===== src/rtl/axi_lite_port_arbiter.sv =====
// N-port round-robin request arbiter driving a single AXI4-Lite master.
// One transaction in flight; the response pulses back to the owning port.
module axi_lite_port_arbiter #(
    parameter  int NUM_PORTS = 2,
    parameter  int ADDR_W    = 32,
    parameter  int DATA_W    = 32,
    localparam int STRB_W    = DATA_W / 8
) (
    input  logic                          clk,
    input  logic                          rstn,
    input  logic [NUM_PORTS-1:0]          req_valid,
    output logic [NUM_PORTS-1:0]          req_ready,
    input  logic [NUM_PORTS-1:0]          req_mode,
    input  logic [NUM_PORTS*ADDR_W-1:0]   req_addr,
    input  logic [NUM_PORTS*DATA_W-1:0]   req_wdata,
    input  logic [NUM_PORTS*STRB_W-1:0]   req_wstrb,
    output logic [NUM_PORTS-1:0]          resp_valid,
    output logic [DATA_W-1:0]             resp_data,
    output logic                          resp_err,
    output logic [ADDR_W-1:0]             axi_araddr,
    output logic [2:0]                    axi_arprot,
    output logic                          axi_arvalid,
    input  logic                          axi_arready,
    input  logic [DATA_W-1:0]             axi_rdata,
    input  logic [1:0]                    axi_rresp,
    input  logic                          axi_rvalid,
    output logic                          axi_rready,
    output logic [ADDR_W-1:0]             axi_awaddr,
    output logic [2:0]                    axi_awprot,
    output logic                          axi_awvalid,
    input  logic                          axi_awready,
    output logic [DATA_W-1:0]             axi_wdata,
    output logic [STRB_W-1:0]             axi_wstrb,
    output logic                          axi_wvalid,
    input  logic                          axi_wready,
    input  logic [1:0]                    axi_bresp,
    input  logic                          axi_bvalid,
    output logic                          axi_bready
);
    localparam int IDX_W = $clog2(NUM_PORTS);

    typedef enum logic [2:0] {IDLE, RD_ADDR, RD_DATA, WR_REQ, WR_RESP} state_t;

    state_t                           state;
    logic [IDX_W-1:0]                 last_grant, owner, grant_idx;
    logic [IDX_W:0]                   scan;
    logic                             grant_any, aw_done, w_done, aw_hs, w_hs;
    logic [NUM_PORTS-1:0][ADDR_W-1:0] port_addr;
    logic [NUM_PORTS-1:0][DATA_W-1:0] port_wdata;
    logic [NUM_PORTS-1:0][STRB_W-1:0] port_wstrb;

    for (genvar i = 0; i < NUM_PORTS; i++) begin : g_port
        assign port_addr[i]  = req_addr[i*ADDR_W +: ADDR_W];
        assign port_wdata[i] = req_wdata[i*DATA_W +: DATA_W];
        assign port_wstrb[i] = req_wstrb[i*STRB_W +: STRB_W];
    end

    // Scan ports last_grant+1 .. last_grant+NUM_PORTS (mod NUM_PORTS), first valid wins.
    always_comb begin
        req_ready = '0;
        grant_idx = '0;
        grant_any = 1'b0;
        scan      = '0;
        if (state == IDLE) begin
            for (int k = 1; k <= NUM_PORTS; k++) begin
                scan = {1'b0, last_grant} + (IDX_W+1)'(k);
                if (scan >= (IDX_W+1)'(NUM_PORTS))
                    scan = scan - (IDX_W+1)'(NUM_PORTS);
                if (!grant_any && req_valid[scan[IDX_W-1:0]]) begin
                    grant_any = 1'b1;
                    grant_idx = scan[IDX_W-1:0];
                end
            end
        end
        if (grant_any)
            req_ready[grant_idx] = 1'b1;
    end

    assign aw_hs = axi_awvalid & axi_awready;
    assign w_hs  = axi_wvalid & axi_wready;

    always_ff @(posedge clk) begin
        if (!rstn) begin
            state       <= IDLE;
            last_grant  <= IDX_W'(NUM_PORTS-1);
            owner       <= '0;
            aw_done     <= 1'b0;
            w_done      <= 1'b0;
            axi_araddr  <= '0;
            axi_arprot  <= '0;
            axi_arvalid <= 1'b0;
            axi_rready  <= 1'b0;
            axi_awaddr  <= '0;
            axi_awprot  <= '0;
            axi_awvalid <= 1'b0;
            axi_wdata   <= '0;
            axi_wstrb   <= '0;
            axi_wvalid  <= 1'b0;
            axi_bready  <= 1'b0;
            resp_valid  <= '0;
            resp_data   <= '0;
            resp_err    <= 1'b0;
        end else begin
            resp_valid <= '0;
            case (state)
                IDLE: if (grant_any) begin
                    owner      <= grant_idx;
                    last_grant <= grant_idx;
                    if (req_mode[grant_idx]) begin
                        axi_awaddr  <= port_addr[grant_idx];
                        axi_awprot  <= 3'b000;
                        axi_wdata   <= port_wdata[grant_idx];
                        axi_wstrb   <= port_wstrb[grant_idx];
                        axi_awvalid <= 1'b1;
                        axi_wvalid  <= 1'b1;
                        aw_done     <= 1'b0;
                        w_done      <= 1'b0;
                        state       <= WR_REQ;
                    end else begin
                        axi_araddr  <= port_addr[grant_idx];
                        axi_arprot  <= 3'b000;
                        axi_arvalid <= 1'b1;
                        state       <= RD_ADDR;
                    end
                end
                RD_ADDR: if (axi_arready) begin
                    axi_arvalid <= 1'b0;
                    axi_rready  <= 1'b1;
                    state       <= RD_DATA;
                end
                RD_DATA: if (axi_rvalid) begin
                    axi_rready        <= 1'b0;
                    resp_data         <= axi_rdata;
                    resp_err          <= |axi_rresp;
                    resp_valid[owner] <= 1'b1;
                    state             <= IDLE;
                end
                WR_REQ: begin
                    if (aw_hs) begin
                        axi_awvalid <= 1'b0;
                        aw_done     <= 1'b1;
                    end
                    if (w_hs) begin
                        axi_wvalid <= 1'b0;
                        w_done     <= 1'b1;
                    end
                    // Count this cycle's handshakes so bready rises on the completing edge.
                    if ((aw_done | aw_hs) && (w_done | w_hs)) begin
                        axi_bready <= 1'b1;
                        state      <= WR_RESP;
                    end
                end
                WR_RESP: if (axi_bvalid) begin
                    axi_bready        <= 1'b0;
                    resp_data         <= '0;
                    resp_err          <= |axi_bresp;
                    resp_valid[owner] <= 1'b1;
                    state             <= IDLE;
                end
                default: state <= IDLE;
            endcase
        end
    end
endmodule


===== config.mk =====
export PLATFORM = sky130hd
export DESIGN_NAME = axi_lite_port_arbiter
export DESIGN_NICKNAME = d
export VERILOG_FILES = /design/src/rtl/axi_lite_port_arbiter.sv
export SDC_FILE = /design/constraint.sdc
export NUM_CORES = 1
export LEC_CHECK = 0
export CORE_MARGIN = 2
export CORE_UTILIZATION = 39
export DETAILED_ROUTE_END_ITERATION = 8
export GPL_TIMING_DRIVEN = 0
export PLACE_DENSITY = 0.82
export SYNTH_ARGS = -nofsm -noshare
export SYNTH_HDL_FRONTEND = slang
export SYNTH_SLANG_ARGS = --single-unit

===== constraint.sdc =====
create_clock -name clk -period 5.6 [get_ports clk]
set_clock_uncertainty 0.1 [all_clocks]
set_input_delay 1.4 -clock clk [delete_from_list [all_inputs] [get_ports clk]]
set_output_delay 1.4 -clock clk [all_outputs]
set_load 0.1 [all_outputs]

==> impl_metrics.json, run 1 <==
{
  "setup_violations": 0,
  "drc": 0,
  "wl_per_cell_um": 18.9,
  "place_inst": 1168,
  "placed_area_um2": 9910,
  "postCtsSetupRepairBufs": 0,
  "die_h_um": 132,
  "syn2layout_area_growth_pct": 64.6,
  "hold_viol_final": 0,
  "via_per_inst": 5.32,
  "hp-class": "flop to flop",
  "gr-total-overflow": 0,
  "worst_pin_slew_ps": 1130,
  "p_per_area_nw_per_um2": 405,
  "yosysWarnings": 0,
  "ys_ff_latch": 147,
  "status": "complete, no violations",
  "grt_pass1_vias": 6299,
  "ir_drop_mv": 0.207,
  "grt_pass1_wl_um": 34900,
  "synth_cell_types": 41,
  "layout.nets": 1154,
  "cp-start-kind": "input pin",
  "insertion_delay_ps": 410,
  "antenna_found_initial": 0,
  "drive_above_1_share_pct": 6.12,
  "io_pins": 331,
  "seq_area_frac_synth_pct": 46.1,
  "power.total_mw": 4.26,
  "cp-end-kind": "output pin",
  "drtAntennaViolNets": 0,
  "grt_usage_pct": 25.4,
  "cap_violations": 0,
  "die_w_um": 132,
  "slew_headroom_pct": 24.2,
  "rows": 46,
  "crit_type": "input pin to output pin",
  "cp.arrival_ps": 3930,
  "gp_congestion": 0.823,
  "vias": 6367,
  "syn_inst": 624,
  "htree_levels": 4,
  "min_period_over_period_pct": 97.0,
  "numCtsBuffers": 17,
  "cts_buffer_depth": 2,
  "grt_start_max_net_pins": 17,
  "hold_buffers": 0,
  "worstPathRequired_ps": 4100,
  "initial_core_util_pct": 40.1,
  "p_leak_nw": 4.86,
  "dieArea_um2": 17400,
  "fin_tns_setup_ps": 0,
  "rsz0062_at_grt": "false",
  "synth_area_per_cell_um2": 10.2,
  "drt_wl_total_um": 22600,
  "clkTransAtPathRegs_ps": 60,
  "crit_fanout": 10,
  "dp_hpwl_um": 17300,
  "drv_slew": 0,
  "cts.sinks": 147,
  "fill_cells": 1322,
  "firstDrtPassIters": 4,
  "hold_slack_ps": 351,
  "clock.fmax_ghz": 0.184,
  "port_buffers": 323,
  "post-route-min-period_ps": 5430,
  "synth_edf_count": 0,
  "instances_no_fill": 1197,
  "initialDrtViolationCount": 337,
  "cts-root-buf": "clkbuf_16",
  "cts_tree": "done",
  "ys_dominant_reg_cell": "dfxtp_1",
  "netlist_area_um2": 6390,
  "fin_area_um2": 10500,
  "num_antenna_cells": 0,
  "core_area_um2": 15900,
  "synthArstFlopShare_pct": 0
}
==> through the flow <==
stage | util (%) | worst slack, ps
CTS | 65.9 | 157
floorplan | - | 1260
global placement | 62.2 | -87.5
detailed placement | 62.2 | -124
global route | 65.9 | 76.0
finish | 65.9 | 170
==> area by class of cell <==
class	instances	area [um2]	share of cell area, %
multi-input cells	405	3070	29.2
flip-flops and latches	147	2940	28.0
plain buffers	74	380	3.62
inverters	3	11.3	0.107
clock inverters	10	160	1.52
repair buffers	323	3230	30.7
clock buffers	19	443	4.21
well taps	216	270	2.57
==> synth_stat cells (2+ instances only) <==
master / number / area share, %
o21ai_1: 2 / 0.16
a21boi_1: 3 / 0.35
nand3_1: 103 / 8.1
a32o_1: 2 / 0.31
buf_2: 16 / 1.3
a31oi_1: 2 / 0.20
o21ai_0: 2 / 0.16
nor3b_2: 2 / 0.39
a21oi_1: 5 / 0.39
buf_4: 6 / 0.71
and2_1: 4 / 0.39
o21a_1: 5 / 0.59
nand2_1: 9 / 0.53
mux2i_1: 68 / 11
a22oi_1: 31 / 3.6
inv_1: 3 / 0.18
o22ai_1: 2 / 0.20
clkbuf_1: 39 / 2.3
buf_1: 5 / 0.29
dfxtp_1: 147 / 46
buf_6: 8 / 1.4
nor3b_1: 2 / 0.23
nor2_1: 7 / 0.41
nand3b_1: 2 / 0.23
nor2b_1: 31 / 3.0
a21boi_0: 2 / 0.23
a21o_1: 2 / 0.23
o211a_1: 101 / 16
==> worst paths after layout <==
kind | cells after the start | endpoint | slack (ps) | startpoint
setup reg to reg | 5 | axi_awaddr[25]$_SDFFE_PN0P_ | 3060 | state[2]$_SDFFE_PN0P_
hold / removal | 1 | resp_valid[0]$_SDFF_PN0_ | 350 | owner$_SDFFE_PN0P_
hold reg to reg | 1 | resp_valid[0]$_SDFF_PN0_ | 350 | owner$_SDFFE_PN0P_
setup / recovery | 6 | req_ready[1] | 170 | req_valid[0]
==> critical path, cell delays in order <==
cell and delay [ps]:
clkdlybuf4s50_1 520, a21boi_1 200, buf_2 260, buf_2 360, and2_1 290, dlygate4sd2_1 890
==> routing by layer <==
metal	share of wire, %	track usage [%]	vias to the layer above
li1	-	-	3020
met1	41	29.7	3036
met2	49	43.4	266
met3	7.8	7.80	45
met4	3.0	10.1	0
met5	0	0	-
==> logic make-up after synthesis <==
kind of cell           after synthesis  share of synthesized area (%)
buffers and inverters               77                           6.13
AOI/OAI and AO/OA                  165                           23.1
DFF                                147                           46.1
muxes                               68                           10.7
other                                1                         0.0587
and+or+nand+nor                    166                           14.0
==> flip-flops by register name, indices dropped and copies added (netlist names), 2 cells and up <==
register and flops:
axi_araddr 32, axi_awaddr 32, axi_wdata 32, resp_data 32, axi_wstrb 4, state 3
resp_valid 2
==> report_power, final <==
| group | internal, mW | switching (mW) | total (mW) |
|---|---|---|---|
| sequential | 1.18 | 0.0715 | 1.25 |
| clock | 0.749 | 0.432 | 1.18 |
| combinational | 0.512 | 1.32 | 1.83 |
| total | 2.44 | 1.82 | 4.26 |
==> what timing repair did <==
action	in CTS	in global routing
endpoints found under the hold margin	0	0
gates resized for setup	1	0
setup endpoints to repair	1	0
==> layout by cell type (no fill, tap or decap), drive strengths merged, types with 2 or more instances in the layout <==
cell type      count
clkdlybuf4s50    322
dfxtp            147
nand3            103
o211a            101
mux2i             68
clkbuf            58
buf               35
a22oi             31
nor2b             31
nand2              9
nor2               7
conb               6
a21oi              5
o21a               5
a21boi             5
clkinv             5
and2               4
bufinv             4
nor3b              4
o21ai              4
inv                3
a32o               2
nand3b             2
a21o               2
o22ai              2
a31oi              2
Note: power is estimated with default switching activity, not from simulation.
==> run 2, diff against run 1 <==
- CORE_MARGIN: 2 -> 1
- SLEW_MARGIN: default -> 20
==> impl_metrics.json, run 2 (same netlist as run 1, synthesis figures left out) <==
{
  "status": "complete, no violations",
  "crit_type": "input pin to output pin",
  "vias": 6341,
  "hold_viol_final": 0,
  "hp-start": "resp_data[18]$_SDFFE_PN0P_",
  "clockPowerShare_pct": 26.1,
  "p_int_mw": 2.32,
  "grt_pass1_wl_um": 33100,
  "place_inst": 1168,
  "clkTransAtPathRegs_ps": 60,
  "syn2layout_area_growth_pct": 64.0,
  "clock.fmax_ghz": 0.183,
  "core_area_um2": 15900,
  "drv_slew": 0,
  "setup_violations": 0,
  "cp.arrival_ps": 3970,
  "hp-class": "flop to flop",
  "layout.nets": 1154,
  "drc": 0,
  "min_period_over_period_pct": 97.7,
  "cap_violations": 0,
  "slew_headroom_pct": 27.8,
  "cp-start-kind": "input pin",
  "dieArea_um2": 16900,
  "antenna_found_initial": 0,
  "htree_levels": 4,
  "num_antenna_cells": 0,
  "grt_pass1_vias": 6131,
  "rr_startpoint": "state[2]$_SDFFE_PN0P_",
  "worst_pin_slew_ps": 1080,
  "die_h_um": 130,
  "drt_wl_total_um": 22300,
  "grt_start_max_net_pins": 17,
  "dp_hpwl_um": 17000,
  "initial_core_util_pct": 40.1,
  "io_pins": 331,
  "final_cell_mix": "322 x clkdlybuf4s50_1, 147 x dfxtp_1, 103 x nand3_1",
  "cts.sinks": 147,
  "insertion_delay_ps": 420,
  "cts_buffer_depth": 2,
  "cp-startpoint": "req_valid[1]",
  "port_buffers": 323,
  "worstPathRequired_ps": 4100,
  "rows": 46,
  "swShare_pct": 44.1,
  "wl_per_cell_um": 18.6,
  "p_comb_share_pct": 43.9,
  "firstDrtPassIters": 4,
  "numCtsBuffers": 17,
  "gr-total-overflow": 0,
  "crit_fanout": 10,
  "post-route-min-period_ps": 5470,
  "gp_congestion": 0.826,
  "final_common_cell": "clkdlybuf4s50_1",
  "cts_tree": "done",
  "die_w_um": 130,
  "fin_tns_setup_ps": 0,
  "ir_drop_mv": 0.226,
  "pwr-share-seq_pct": 30.0,
  "p_leak_nw": 4.83,
  "p_per_area_nw_per_um2": 397,
  "drtAntennaViolNets": 0,
  "drive_above_1_share_pct": 6.30,
  "power.total_mw": 4.16,
  "instances_no_fill": 1200,
  "rsz0062_at_grt": "false",
  "grt_usage_pct": 26.1,
  "cts-root-buf": "clkbuf_16",
  "utilization_pct": 65.7,
  "power_switching_mw": 1.84,
  "via_per_inst": 5.28,
  "initialDrtViolationCount": 300,
  "cp-end-kind": "output pin"
}
==> run 2: cell types whose count changed in the layout (fill, tap and decap cells not counted) <==
| cell | change |
|---|---|
| clkbuf_1 | +1 |
| clkinv_2 | -1 |
| clkinvlp_4 | +2 |
| clkbuf_8 | +1 |
| clkinv_4 | +3 |
| bufinv_16 | -3 |
==> run 2: repair_timing <==
item                                    CTS  global route
endpoints found under the setup margin    1             0
gates resized for setup                   1             0
hold buffers                              0             0
buffers inserted                          0             0
==> run 2: final cells by class <==
class	instances	area, um2
fill	1287	5470
timing repair buffer	323	3230
multi-input combinational	405	3070
sequential	147	2940
clock buffer	21	460
buffer	74	380
tap	216	270
clock inverter	11	106
inverter	3	11.3
==> run 2: power by group through the flow <==
stage          Combinational [mW]  Clock, mW  Sequential (mW)
6_report                     1.83       1.08             1.25
5_1_grt                      1.90       1.15             1.26
4_1_cts                      1.83       1.10             1.25
3_5_place_dp                 1.83          0             1.27
3_3_place_gp                 1.82          0             1.26
2_1_floorplan               0.429          0             2.14
==> run 2: worst paths after layout <==
kind | to | slack (ps) | depth (start not counted)
setup reg to reg | axi_awaddr[24]$_SDFFE_PN0P_ | 3150 | 5
setup / recovery | req_ready[1] | 130 | 6
hold reg to reg | resp_data[18]$_SDFFE_PN0P_ | 360 | 2
hold / removal | resp_data[18]$_SDFFE_PN0P_ | 360 | 2
==> run 2: per-stage QoR <==
step	hold slack (ps)	setup slack, ps	area [um2]
after CTS	362	152	10500
after floorplan	304	1260	6410
after global routing	381	70.4	10500
after detailed placement	334	-130	9910
final	363	127	10500
after global placement	334	-124	9910
==> run 2: worst max-delay path: stages <==
cell and delay (ps):
clkdlybuf4s50_1 580, a21boi_1 170, buf_2 280, buf_2 350, and2_1 290, dlygate4sd2_1 890
==> run 2: routing by layer <==
metal	routed length, um	vias to the layer above	track usage (%)	share of wire [%]
li1	-	3009	-	-
met1	9040	3048	29.7	40
met2	11000	253	45.7	49
met3	1800	31	8.41	8.1
met4	471	0	9.71	2.1
met5	0	-	0	0
==> run 3, diff against run 2 <==
- SKIP_LAST_GASP: default -> 1
==> results of run 3 <==
Same layout as run 2: the final DEF is identical, and so are final timing and power.
